<file path="config.mk">
export PLATFORM = sky130hd
export DESIGN_NAME = mult_seq
export DESIGN_NICKNAME = d
export VERILOG_FILES = /design/src/rtl/mult_seq.sv
export SDC_FILE = /design/constraint.sdc
export NUM_CORES = 1
export LEC_CHECK = 0
export BUFFER_PORTS_ARGS = -buffer_cell sky130_fd_sc_hd__buf_2
export CAP_MARGIN = 40
export CORE_ASPECT_RATIO = 0.7
export CORE_UTILIZATION = 30
export DETAILED_ROUTE_END_ITERATION = 8
export HOLD_SLACK_MARGIN = 0.15
export PLACE_DENSITY_LB_ADDON = 0.15
export SLEW_MARGIN = 40
export SYNTH_ARGS = -nofsm -noshare
export SYNTH_HDL_FRONTEND = slang
export SYNTH_HIERARCHICAL = 1
export SYNTH_SLANG_ARGS = --single-unit
export TNS_END_PERCENT = 100
</file>
<file path="constraint.sdc">
create_clock -name i_clk -period 24.8 [get_ports i_clk]
set_input_delay 4.96 -clock i_clk [delete_from_list [all_inputs] [get_ports i_clk]]
set_output_delay 4.96 -clock i_clk [all_outputs]
set_load 0.01 [all_outputs]
</file>
<file path="src/rtl/mult_seq.sv">
// Sequential unsigned 32x32->64 shift-and-add multiplier.
// A single ripple adder instance is time-shared, one partial-product add per cycle.

module adder #(
    parameter int WIDTH = 32
) (
    input  logic [WIDTH-1:0] i_a,
    input  logic [WIDTH-1:0] i_b,
    input  logic             i_cin,
    output logic [WIDTH-1:0] o_result,
    output logic             o_cout
);
    logic [WIDTH:0] carry;

    assign carry[0] = i_cin;

    for (genvar i = 0; i < WIDTH; i++) begin : g_bit
        assign o_result[i]  = i_a[i] ^ i_b[i] ^ carry[i];
        assign carry[i+1]   = (i_a[i] & i_b[i]) | (carry[i] & (i_a[i] ^ i_b[i]));
    end

    assign o_cout = carry[WIDTH];
endmodule

// state | meaning
// IDLE  | waiting for i_start; operands and product held
// RUN   | 32 shift-and-add iterations, one per edge
// DONE  | product final, o_done pulsed for this one cycle
module mult_seq #(
    parameter int WIDTH = 32
) (
    input  logic               i_clk,
    input  logic               i_reset,
    input  logic               i_start,
    input  logic [WIDTH-1:0]   i_a,
    input  logic [WIDTH-1:0]   i_b,
    output logic               o_busy,
    output logic               o_done,
    output logic [2*WIDTH-1:0] o_product
);
    typedef enum logic [1:0] {
        ST_IDLE = 2'd0,
        ST_RUN  = 2'd1,
        ST_DONE = 2'd2
    } state_t;

    state_t           state_q, state_d;
    logic [WIDTH-1:0] m_q, m_d;
    logic [WIDTH-1:0] acc_q, acc_d;
    logic [WIDTH-1:0] q_q, q_d;
    logic [4:0]       cnt_q, cnt_d;
    logic             busy_q, busy_d;
    logic             done_q, done_d;

    logic [WIDTH-1:0] sum;
    logic             c;

    adder #(.WIDTH(WIDTH)) u_adder (
        .i_a      (acc_q),
        .i_b      (q_q[0] ? m_q : '0),
        .i_cin    (1'b0),
        .o_result (sum),
        .o_cout   (c)
    );

    always_comb begin
        state_d = state_q;
        m_d     = m_q;
        acc_d   = acc_q;
        q_d     = q_q;
        cnt_d   = cnt_q;
        case (state_q)
            ST_IDLE: begin
                if (i_start) begin
                    m_d     = i_a;
                    acc_d   = '0;
                    q_d     = i_b;
                    cnt_d   = 5'd0;
                    state_d = ST_RUN;
                end
            end
            ST_RUN: begin
                // {c, sum, q} shifted right by one; the carry lands in acc MSB.
                acc_d = {c, sum[WIDTH-1:1]};
                q_d   = {sum[0], q_q[WIDTH-1:1]};
                cnt_d = cnt_q + 5'd1;
                if (cnt_q == 5'd31) begin
                    state_d = ST_DONE;
                end
            end
            ST_DONE: state_d = ST_IDLE;
            default: state_d = ST_IDLE;
        endcase
        busy_d = (state_d != ST_IDLE);
        done_d = (state_d == ST_DONE);
    end

    always_ff @(posedge i_clk) begin
        if (i_reset) begin
            state_q <= ST_IDLE;
            m_q     <= '0;
            acc_q   <= '0;
            q_q     <= '0;
            cnt_q   <= 5'd0;
            busy_q  <= 1'b0;
            done_q  <= 1'b0;
        end else begin
            state_q <= state_d;
            m_q     <= m_d;
            acc_q   <= acc_d;
            q_q     <= q_d;
            cnt_q   <= cnt_d;
            busy_q  <= busy_d;
            done_q  <= done_d;
        end
    end

    assign o_busy    = busy_q;
    assign o_done    = done_q;
    assign o_product = {acc_q, q_q};
endmodule

</file>
==> results.cfg, run 1 <==
[status]
status = completed

[grt]
antenna_found_initial = 0
track_usage = 0.1478
grt_pass1_wl_um = 20980
grt_max_degree = 86
grt-ovfl-total = 0
first_global_vias = 4019

[detailed_routing]
drt_iter0_markers = 199
firstDrtPassIters = 4
num_vias = 4137
antenna_left = 0
via_per_inst = 4.571
wire_per_inst_um = 14.10
drc = 0
drt_wl_total_um = 12770

[die]
coreArea_um2 = 16590
dieArea_um2 = 17830
die_w_um = 159.2
io_pins = 133
start_util = 0.3126
die_h_um = 112.0
row_count = 39

[yosys]
synthFlopType = dfxtp_1
async_flop_share = 0
synth_largest_area_cell = dfxtp_1
ys_seq_elements = 105
ys_types = 29
synthesis.nets = 676
yosys-top-cells-area = dfxtp_1 (41%), fa_1 (12%), a21oi_1 (6.4%)
syn_avg_cell_area_um2 = 9.020
ys_seq_area_frac = 0.4053
synth.top_cell.area_share = 0.4053
synth_area_um2 = 5186
syn_inst = 575
synth_edf_count = 0
yosys_warnings = 6

[timing]
max_freq_mhz = 74.90
maxSlewViolCount = 0
hold_ws_ns = 0.4497
slew_headroom = 0.5492
final.min_clock_period_ns = 13.35
fin_crit_sh = 0.5384
setup_viol = 0
worst_pin_slew_ns = 0.6761
clock_skew_ns = 0.008104
hold_violations = 0
setup_tns_ns = 0
grt_setup_unrepaired = false

[finish]
drive_gt1_frac = 0.2574
num-nets-final = 777
fin_cells = 905
fillers = 1724
syn_to_final_growth_pct = 20.97
diodes = 0

[power_and_ir_drop]
cellPowerDensity_nw_per_um2 = 63.21
leakage_nw = 2.817
fin_total_pwr_uw = 396.5
ir_drop_mv = 0.02827

[critical_path]
critPathSlowestCell = fa_1
max_stage_delay_ns = 0.42
worst-path-max-fanout = 2
path_class = reg2reg
cp.arrival_ns = 13.63
cpMostUsedCell = fa_1
r2r-start = m_q[0]
r2r-end = acc_q[30]
r2r_slack_ns = 11.45
r2r_cells = 39
critPathLaunchType = flop
crit_required_ns = 25.08
critPathLaunch = m_q[0]
endpoint_kind = flop
critical_path.endpoint = acc_q[30]

[run]
maxCapViolCount = 0

[clocking]
ctsResizeCount = 0
h-tree-depth = 3
clock_latency_ns = 0.34
clk_pin_slew_ns = 0.07
cts_hold_buf = 0
cts_tree = done
cts_made_buffers = 9
cts-root-buf = clkbuf_16
clockBufferDepth = 2
clock_sinks = 105
post-cts-setup-buffers = 0

[placement]
port_buffers = 132
place_inst = 890
dp_hpwl_um = 8549
gp_congestion = 0.7310

[worst_hold_path]
hold_class = reg2reg
==> where the power goes <==
| part | internal, mW | switching [mW] | leakage [nW] | total [mW] |
|---|---|---|---|---|
| combinational | 0.0218 | 0.0284 | 1.79 | 0.0502 |
| sequential | 0.177 | 0.00508 | 0.861 | 0.182 |
| clock | 0.0988 | 0.0654 | 0.162 | 0.164 |
==> worst max-delay path, delay by kind of cell (launching register included) <==
family | cells | cell delay, ns
flops | 1 | 0.31
buf+inv | 4 | 0.26
fa+ha+maj | 32 | 12.39
simple gates | 2 | 0.28
compound gates | 1 | 0.06
==> final cells by class <==
| class | instances | area (um2) | share of cell area |
|---|---|---|---|
| multi-input combinational | 410 | 2744 | 0.4374 |
| sequential | 105 | 2107 | 0.3359 |
| timing repair buffer | 139 | 759.5 | 0.1211 |
| tap | 225 | 281.5 | 0.04487 |
| clock buffer | 9 | 225.2 | 0.03590 |
| clock inverter | 6 | 115.1 | 0.01835 |
| inverter | 11 | 41.29 | 0.006582 |
==> worst min path at each step <==
| stage | start | cells after the start | to | slack (ns) |
|---|---|---|---|---|
| floorplan | m_q[0] | 2 | m_q[0] | 0.43 |
| global placement | m_q[11] | 2 | m_q[11] | 0.44 |
| detailed placement | m_q[3] | 2 | m_q[3] | 0.44 |
| CTS | m_q[4] | 2 | m_q[4] | 0.45 |
| global route | m_q[6] | 2 | m_q[6] | 0.48 |
| finish | m_q[4] | 2 | m_q[4] | 0.45 |
==> logic make-up (layout without fill, tap and decap cells) <==
family | after synthesis | count (layout) | synth area share
AOI/OAI and AO/OA | 105 | 105 | 0.1233
adders and majority gates | 34 | 34 | 0.1283
buffers and inverters | 60 | 165 | 0.06828
DFF | 105 | 105 | 0.4053
muxes | 1 | 1 | 0.001930
other | 1 | 1 | 0.0007231
and+or+nand+nor | 269 | 269 | 0.2721
==> through the flow <==
stage               instance area [um2]  setup slack, ns    util
CTS                                6265            11.44  0.3776
global placement                   5866            11.56  0.3535
floorplan                          5186            11.81       -
detailed placement                 5924            11.52  0.3571
finish                             6274            11.45  0.3781
global route                       6274            10.95  0.3781
==> registers in the layout (all words and copies together) (netlist names) <==
register,flops
acc_q,32
state_q,2
o_busy,1
m_q,32
q_q,32
cnt_q,5
o_done,1
==> cells in the final DEF (no fill, tap or decap), types with 32 or more instances in the layout <==
| master | synthesis | final |
|---|---|---|
| nor3_1 | 32 | 32 |
| dfxtp_1 | 105 | 103 |
| nand2b_1 | 33 | 33 |
| a21oi_1 | 66 | 66 |
| and2_1 | 32 | 32 |
| nand2_1 | 64 | 64 |
| fa_1 | 32 | 32 |
| a22oi_1 | 34 | 34 |
| buf_2 | 16 | 131 |
| nor2_1 | 68 | 68 |
==> synthesized netlist by cell type (15+ instances only) <==
cell type	instances
clkbuf_1	17
fa_1	32
or3b_2	15
and2_1	32
nand2b_1	33
or3b_1	18
buf_2	16
nor2_1	68
a21oi_1	66
dfxtp_1	105
nand2_1	64
nor3_1	32
a22oi_1	34
==> layer usage <==
layer,track usage,part of all wire,vias up
met5,0,0,-
met3,0.04136,0.051,9
met1,0.2082,0.51,1948
met2,0.2222,0.43,79
met4,0.03654,0.0096,0
li1,-,-,2101
Note: power is estimated with default switching activity, not from simulation.
==> inputs of run 2 (changes only) <==
==> constraint.sdc (replaced) <==
create_clock -name i_clk -period 11.4 [get_ports i_clk]
set_input_delay 2.28 -clock i_clk [delete_from_list [all_inputs] [get_ports i_clk]]
set_output_delay 2.28 -clock i_clk [all_outputs]
set_load 0.01 [all_outputs]
==> run 2 against run 1 <==
Total power grew 110%. Final cell count up 0.55%. Maximum frequency grew 12%. Hold slack lost 0.00061 ns. Die area is the same. Critical endpoint unchanged. Sequential power up 120%. Critical path type unchanged. Clock power up 91%. Clock skew grew 0.0018 ns. Largest power group unchanged. The flow now finishes with violations (setup timing). First-iteration DRC count increased by 20%. Final area is 1.1% higher. Critical path depth unchanged.
==> results.cfg, run 2 (synthesis gave the netlist of run 1 again) <==
[finish]
drive_gt1_frac = 0.3080
diodes = 0
reg_top3 = acc_q: 32 flops, m_q: 32 flops, q_q: 32 flops
num-nets-final = 781
mostFrequentLayoutCell = buf_2
fin_cells = 910
syn_to_final_growth_pct = 22.27
layout_common_cells = buf_2 (131), dfxtp_1 (102), nor2_1 (68), a21oi_1 (66), nand2_1 (64)
fillers = 1735

[critical_path]
crit_required_ns = 11.68
path_class = reg2reg
worst-path-max-fanout = 2
cpMostUsedCell = fa_2
endpoint_kind = flop
r2r-start = m_q[0]
critPathLaunchType = flop
critPathSlowestCell = fa_1
max_stage_delay_ns = 0.39
critPathLaunch = m_q[0]
cp.arrival_ns = 12.24

[die]
dieArea_um2 = 17830
coreArea_um2 = 16590
row_count = 39
io_pins = 133
die_h_um = 112.0
start_util = 0.3126
die_w_um = 159.2

[timing]
maxSlewViolCount = 0
final.min_clock_period_ns = 11.96
worst_pin_slew_ns = 0.7641
grt_setup_unrepaired = true
max_freq_mhz = 83.64
setup_viol = 3
worst_slack_ns = -0.5561
clock_skew_ns = 0.009882
fin_crit_sh = 1.049
hold_violations = 0
setup_tns_ns = -1.166
slew_headroom = 0.4906

[clocking]
clockBufferDepth = 2
clock_latency_ns = 0.35
cts_tree = done
h-tree-depth = 3
cts-root-buf = clkbuf_16
cts_made_buffers = 9
clock_sinks = 105
clk_pin_slew_ns = 0.07

[run]
maxCapViolCount = 0

[status]
status = finished, violations left
violations = setup timing

[detailed_routing]
drc = 0
num_vias = 4251
drt_iter0_markers = 238
antenna_left = 0
wire_per_inst_um = 14.71
via_per_inst = 4.671
drt_wl_total_um = 13390
firstDrtPassIters = 4

[grt]
grt-ovfl-total = 0
track_usage = 0.1546
grt_pass1_wl_um = 21620
first_global_vias = 4047
antenna_found_initial = 0
grt_max_degree = 106

[power_and_ir_drop]
ir_drop_mv = 0.06484
cellPowerDensity_nw_per_um2 = 129.7
leakage_nw = 2.741

[worst_hold_path]
hold_class = reg2reg
hold_path.startpoint = m_q[20]

[placement]
gp_congestion = 0.7237
dp_hpwl_um = 8770
port_buffers = 132
place_inst = 893
## run 2: final cells by class
| cell class | instances | area [um2] | share of cell area |
|---|---|---|---|
| clock inverters | 2 | 37.54 | 0.005919 |
| flip-flops and latches | 105 | 2108 | 0.3325 |
| repair buffers | 143 | 792.0 | 0.1249 |
| clock buffers | 14 | 254.0 | 0.04006 |
| inverters | 11 | 41.29 | 0.006511 |
| well taps | 225 | 281.5 | 0.04440 |
| multi-input cells | 410 | 2826 | 0.4457 |
## run 2: final timing paths
check | end | slack (ns) | cells past startpoint
max | acc_q[30] | -0.56 | 39
min | m_q[20] | 0.45 | 2
max reg2reg | acc_q[30] | -0.56 | 39
min reg2reg | m_q[20] | 0.45 | 2
## run 2: layer usage
layer / vias to the layer above / GRT usage / share of wire / wire length (um)
li1: 2112 / - / - / -
met1: 2044 / 0.2165 / 0.50 / 6726
met2: 82 / 0.2304 / 0.44 / 5865
met3: 13 / 0.04471 / 0.047 / 628
met4: 0 / 0.04359 / 0.013 / 168
met5: - / 0 / 0 / 0
## run 2: power by group
group          leakage [nW]  internal [mW]  switching [mW]
Combinational          1.74         0.0483          0.0629
Sequential            0.861          0.386          0.0116
Clock                 0.137          0.177           0.137
Total                  2.74          0.611           0.212
## run 2: timing repair
| action | CTS | global route |
|---|---|---|
| pin swaps | 1 | 2 |
| setup endpoints to repair | 3 | 4 |
| buffers inserted | 0 | 1 |
| gates resized for setup | 1 | 1 |
| hold buffers | 0 | 0 |
## run 2: metrics by stage
stage                     total power [mW]  instance area (um2)    util  hold slack [ns]  worst slack [ns]
after detailed placement            0.5184                 6027  0.3633           0.4418           -0.5325
final                               0.8225                 6341  0.3822           0.4491           -0.5561
after CTS                           0.8377                 6320  0.3809           0.4512           -0.5896
after floorplan                     0.4794                 5278       -           0.4317           -0.3552
after global placement              0.5125                 5968  0.3597           0.4398           -0.4847
after global routing                0.8674                 6341  0.3822           0.4760           -0.8392
## run 2: worst max-delay path: cells and delay by family, from the launching register on
family                     cells  cell delay, ns
adders and majority gates     32           11.03
and+or+nand+nor                2            0.26
buffers and inverters          4            0.23
DFF                            1            0.32
AOI/OAI and AO/OA              1            0.06
==> inputs of run 3 (changes only) <==
--- a/config.mk
+++ b/config.mk
@@ -6,12 +6,12 @@
 export NUM_CORES = 1
 export LEC_CHECK = 0
 export BUFFER_PORTS_ARGS = -buffer_cell sky130_fd_sc_hd__buf_2
-export CAP_MARGIN = 40
-export CORE_ASPECT_RATIO = 0.7
+export CAP_MARGIN = 25
+export CORE_ASPECT_RATIO = 1.2
 export CORE_UTILIZATION = 30
 export DETAILED_ROUTE_END_ITERATION = 8
 export HOLD_SLACK_MARGIN = 0.15
-export PLACE_DENSITY_LB_ADDON = 0.15
+export PLACE_DENSITY = 0.55
 export SLEW_MARGIN = 40
 export SYNTH_ARGS = -nofsm -noshare
 export SYNTH_HDL_FRONTEND = slang
==> run 3 against run 2 <==
The flow still finishes with violations (setup timing). Critical path depth unchanged. Worst setup slack improved by 0.071 ns. Final cell count decreased by 0.88%. First-iteration DRC count decreased by 46%. Critical path type unchanged. Clock power increased by 4%. Hold slack improved by 0.00051 ns. Via count decreased by 1.0%. Core utilization decreased by 0.69 points. Global-route usage decreased by 1.3 points. Clock skew decreased by 0.0012 ns. Register-to-register slack improved by 0.07 ns.
==> results.cfg, run 3 (synthesis gave the netlist of run 1 again) <==
[status]
status = finished, violations left
violations = setup timing

[finish]
num-nets-final = 780
syn_to_final_growth_pct = 22.41
reg_top3 = acc_q: 32 flops, m_q: 32 flops, q_q: 32 flops
drive_gt1_frac = 0.3143
mostFrequentLayoutCell = buf_2
layout_common_cells = buf_2 (131), dfxtp_1 (102), nor2_1 (68), a21oi_1 (66), nand2_1 (64)

[worst_hold_path]
hold_class = reg2reg

[clocking]
clock_latency_ns = 0.35
post-cts-setup-buffers = 0
cts-root-buf = clkbuf_16
cts_made_buffers = 9
clock_sinks = 105
clockBufferDepth = 2
cts_tree = done
clk_pin_slew_ns = 0.07
h-tree-depth = 3
cts_hold_buf = 0

[timing]
slew_headroom = 0.4615
fin_crit_sh = 1.043
final.min_clock_period_ns = 11.89
setup_viol = 3
clock_skew_ns = 0.008722
worst_pin_slew_ns = 0.8078
grt_setup_unrepaired = true
maxSlewViolCount = 0
worst_slack_ns = -0.4852
max_freq_mhz = 84.14
hold_violations = 0

[power_and_ir_drop]
switching_power_uw = 214.2
p_int_uw = 616.9
comb_power_share = 0.130
ir_drop_mv = 0.06075
cellPowerDensity_nw_per_um2 = 130.9
sw_frac_of_total = 0.2578
clkPwrFrac = 0.393
fin_total_pwr_uw = 831.1
power_frac_seq = 0.477
leakage_nw = 2.747

[critical_path]
endpoint_kind = flop
worst-path-max-fanout = 2
critPathLaunchType = flop
critPathSlowestCell = fa_1
max_stage_delay_ns = 0.39
cpMostUsedCell = fa_2
path_class = reg2reg
cp.arrival_ns = 12.17
crit_required_ns = 11.68

[grt]
grt_max_degree = 106
grt-ovfl-total = 0
use_met1 = 0.1739
grt_pass1_wl_um = 19990
grt-busiest-layer = met2
antenna_found_initial = 3
first_global_vias = 4065
use_met3 = 0.03281
use_met2 = 0.2347
track_usage = 0.1415

[die]
die_h_um = 146.0
die_w_um = 122.0
start_util = 0.3066
io_pins = 133
dieArea_um2 = 17820
row_count = 52
coreArea_um2 = 16920

[detailed_routing]
num_vias = 4207
drt_iter0_markers = 128
drc = 0
drt_wl_total_um = 12260
antenna_left = 0
wire_per_inst_um = 13.59
firstDrtPassIters = 4
via_per_inst = 4.664

[placement]
gp_congestion = 0.7414
port_buffers = 132
dp_hpwl_um = 8279
preCtsSetupSlack_ns = -0.4901

[run]
maxCapViolCount = 0
-- run 3: cell types whose count changed in the layout (fill, tap and decap cells not counted), sizes merged --
cell	change
clkbuf	-4
clkinv	+3
diode	+2
-- run 3: worst paths after layout --
kind / to / cells past startpoint / slack [ns] / from
min reg2reg: m_q[16] / 2 / 0.45 / m_q[16]
max: acc_q[30] / 39 / -0.49 / q_q[0]
max reg2reg: acc_q[30] / 39 / -0.49 / q_q[0]
min: m_q[16] / 2 / 0.45 / m_q[16]
-- run 3: per-stage QoR --
step                      utilization  hold slack [ns]  instances  cell area (um2)  setup TNS, ns
after floorplan                     -           0.4317        575             5278        -0.5916
after global placement         0.3521           0.4416        882             5957        -0.8661
after CTS                      0.3743           0.4528        900             6332         -1.095
final                          0.3753           0.4496        902             6349         -1.019
after global routing           0.3750           0.4660        900             6344         -2.077
after detailed placement       0.3556           0.4429        884             6016         -1.046
-- run 3: timing repair --
action | CTS | global route
setup endpoints to repair | 3 | 4
gates resized for setup | 0 | 3
gates cloned | 0 | 0
pin swaps | 1 | 1
-- run 3: routing by layer --
layer / vias to the layer above / share of wire
met5: - / 0.0011
met4: 2 / 0.019
met3: 16 / 0.066
met2: 122 / 0.48
met1: 1958 / 0.44
li1: 2109 / -
-- run 3: layout make-up --
class / count / area, um2
fillers: 1731 / 10570
repair buffers: 142 / 782.0
flip-flops and latches: 105 / 2108
multi-input cells: 410 / 2825
clock inverters: 5 / 63.81
inverters: 11 / 41.29
well taps: 216 / 270.3
clock buffers: 11 / 252.7
diodes: 2 / 5.005
-- run 3: critical path, delay by kind of cell, from the launching register on --
family	cells	cell delay (ns)
buffers and inverters	4	0.24
flip-flops	1	0.34
adder cells (fa/ha/maj)	32	10.98
AO/OA/AOI/OAI	1	0.06
AND/OR/NAND/NOR	2	0.21
-- run 3: power groups by stage --
stage	clock network [mW]	registers [mW]	logic [mW]
6_report	0.326	0.397	0.108
5_1_grt	0.354	0.399	0.123
4_1_cts	0.339	0.397	0.110
3_5_place_dp	0	0.406	0.110
3_3_place_gp	0	0.405	0.105
2_1_floorplan	0	0.409	0.0702
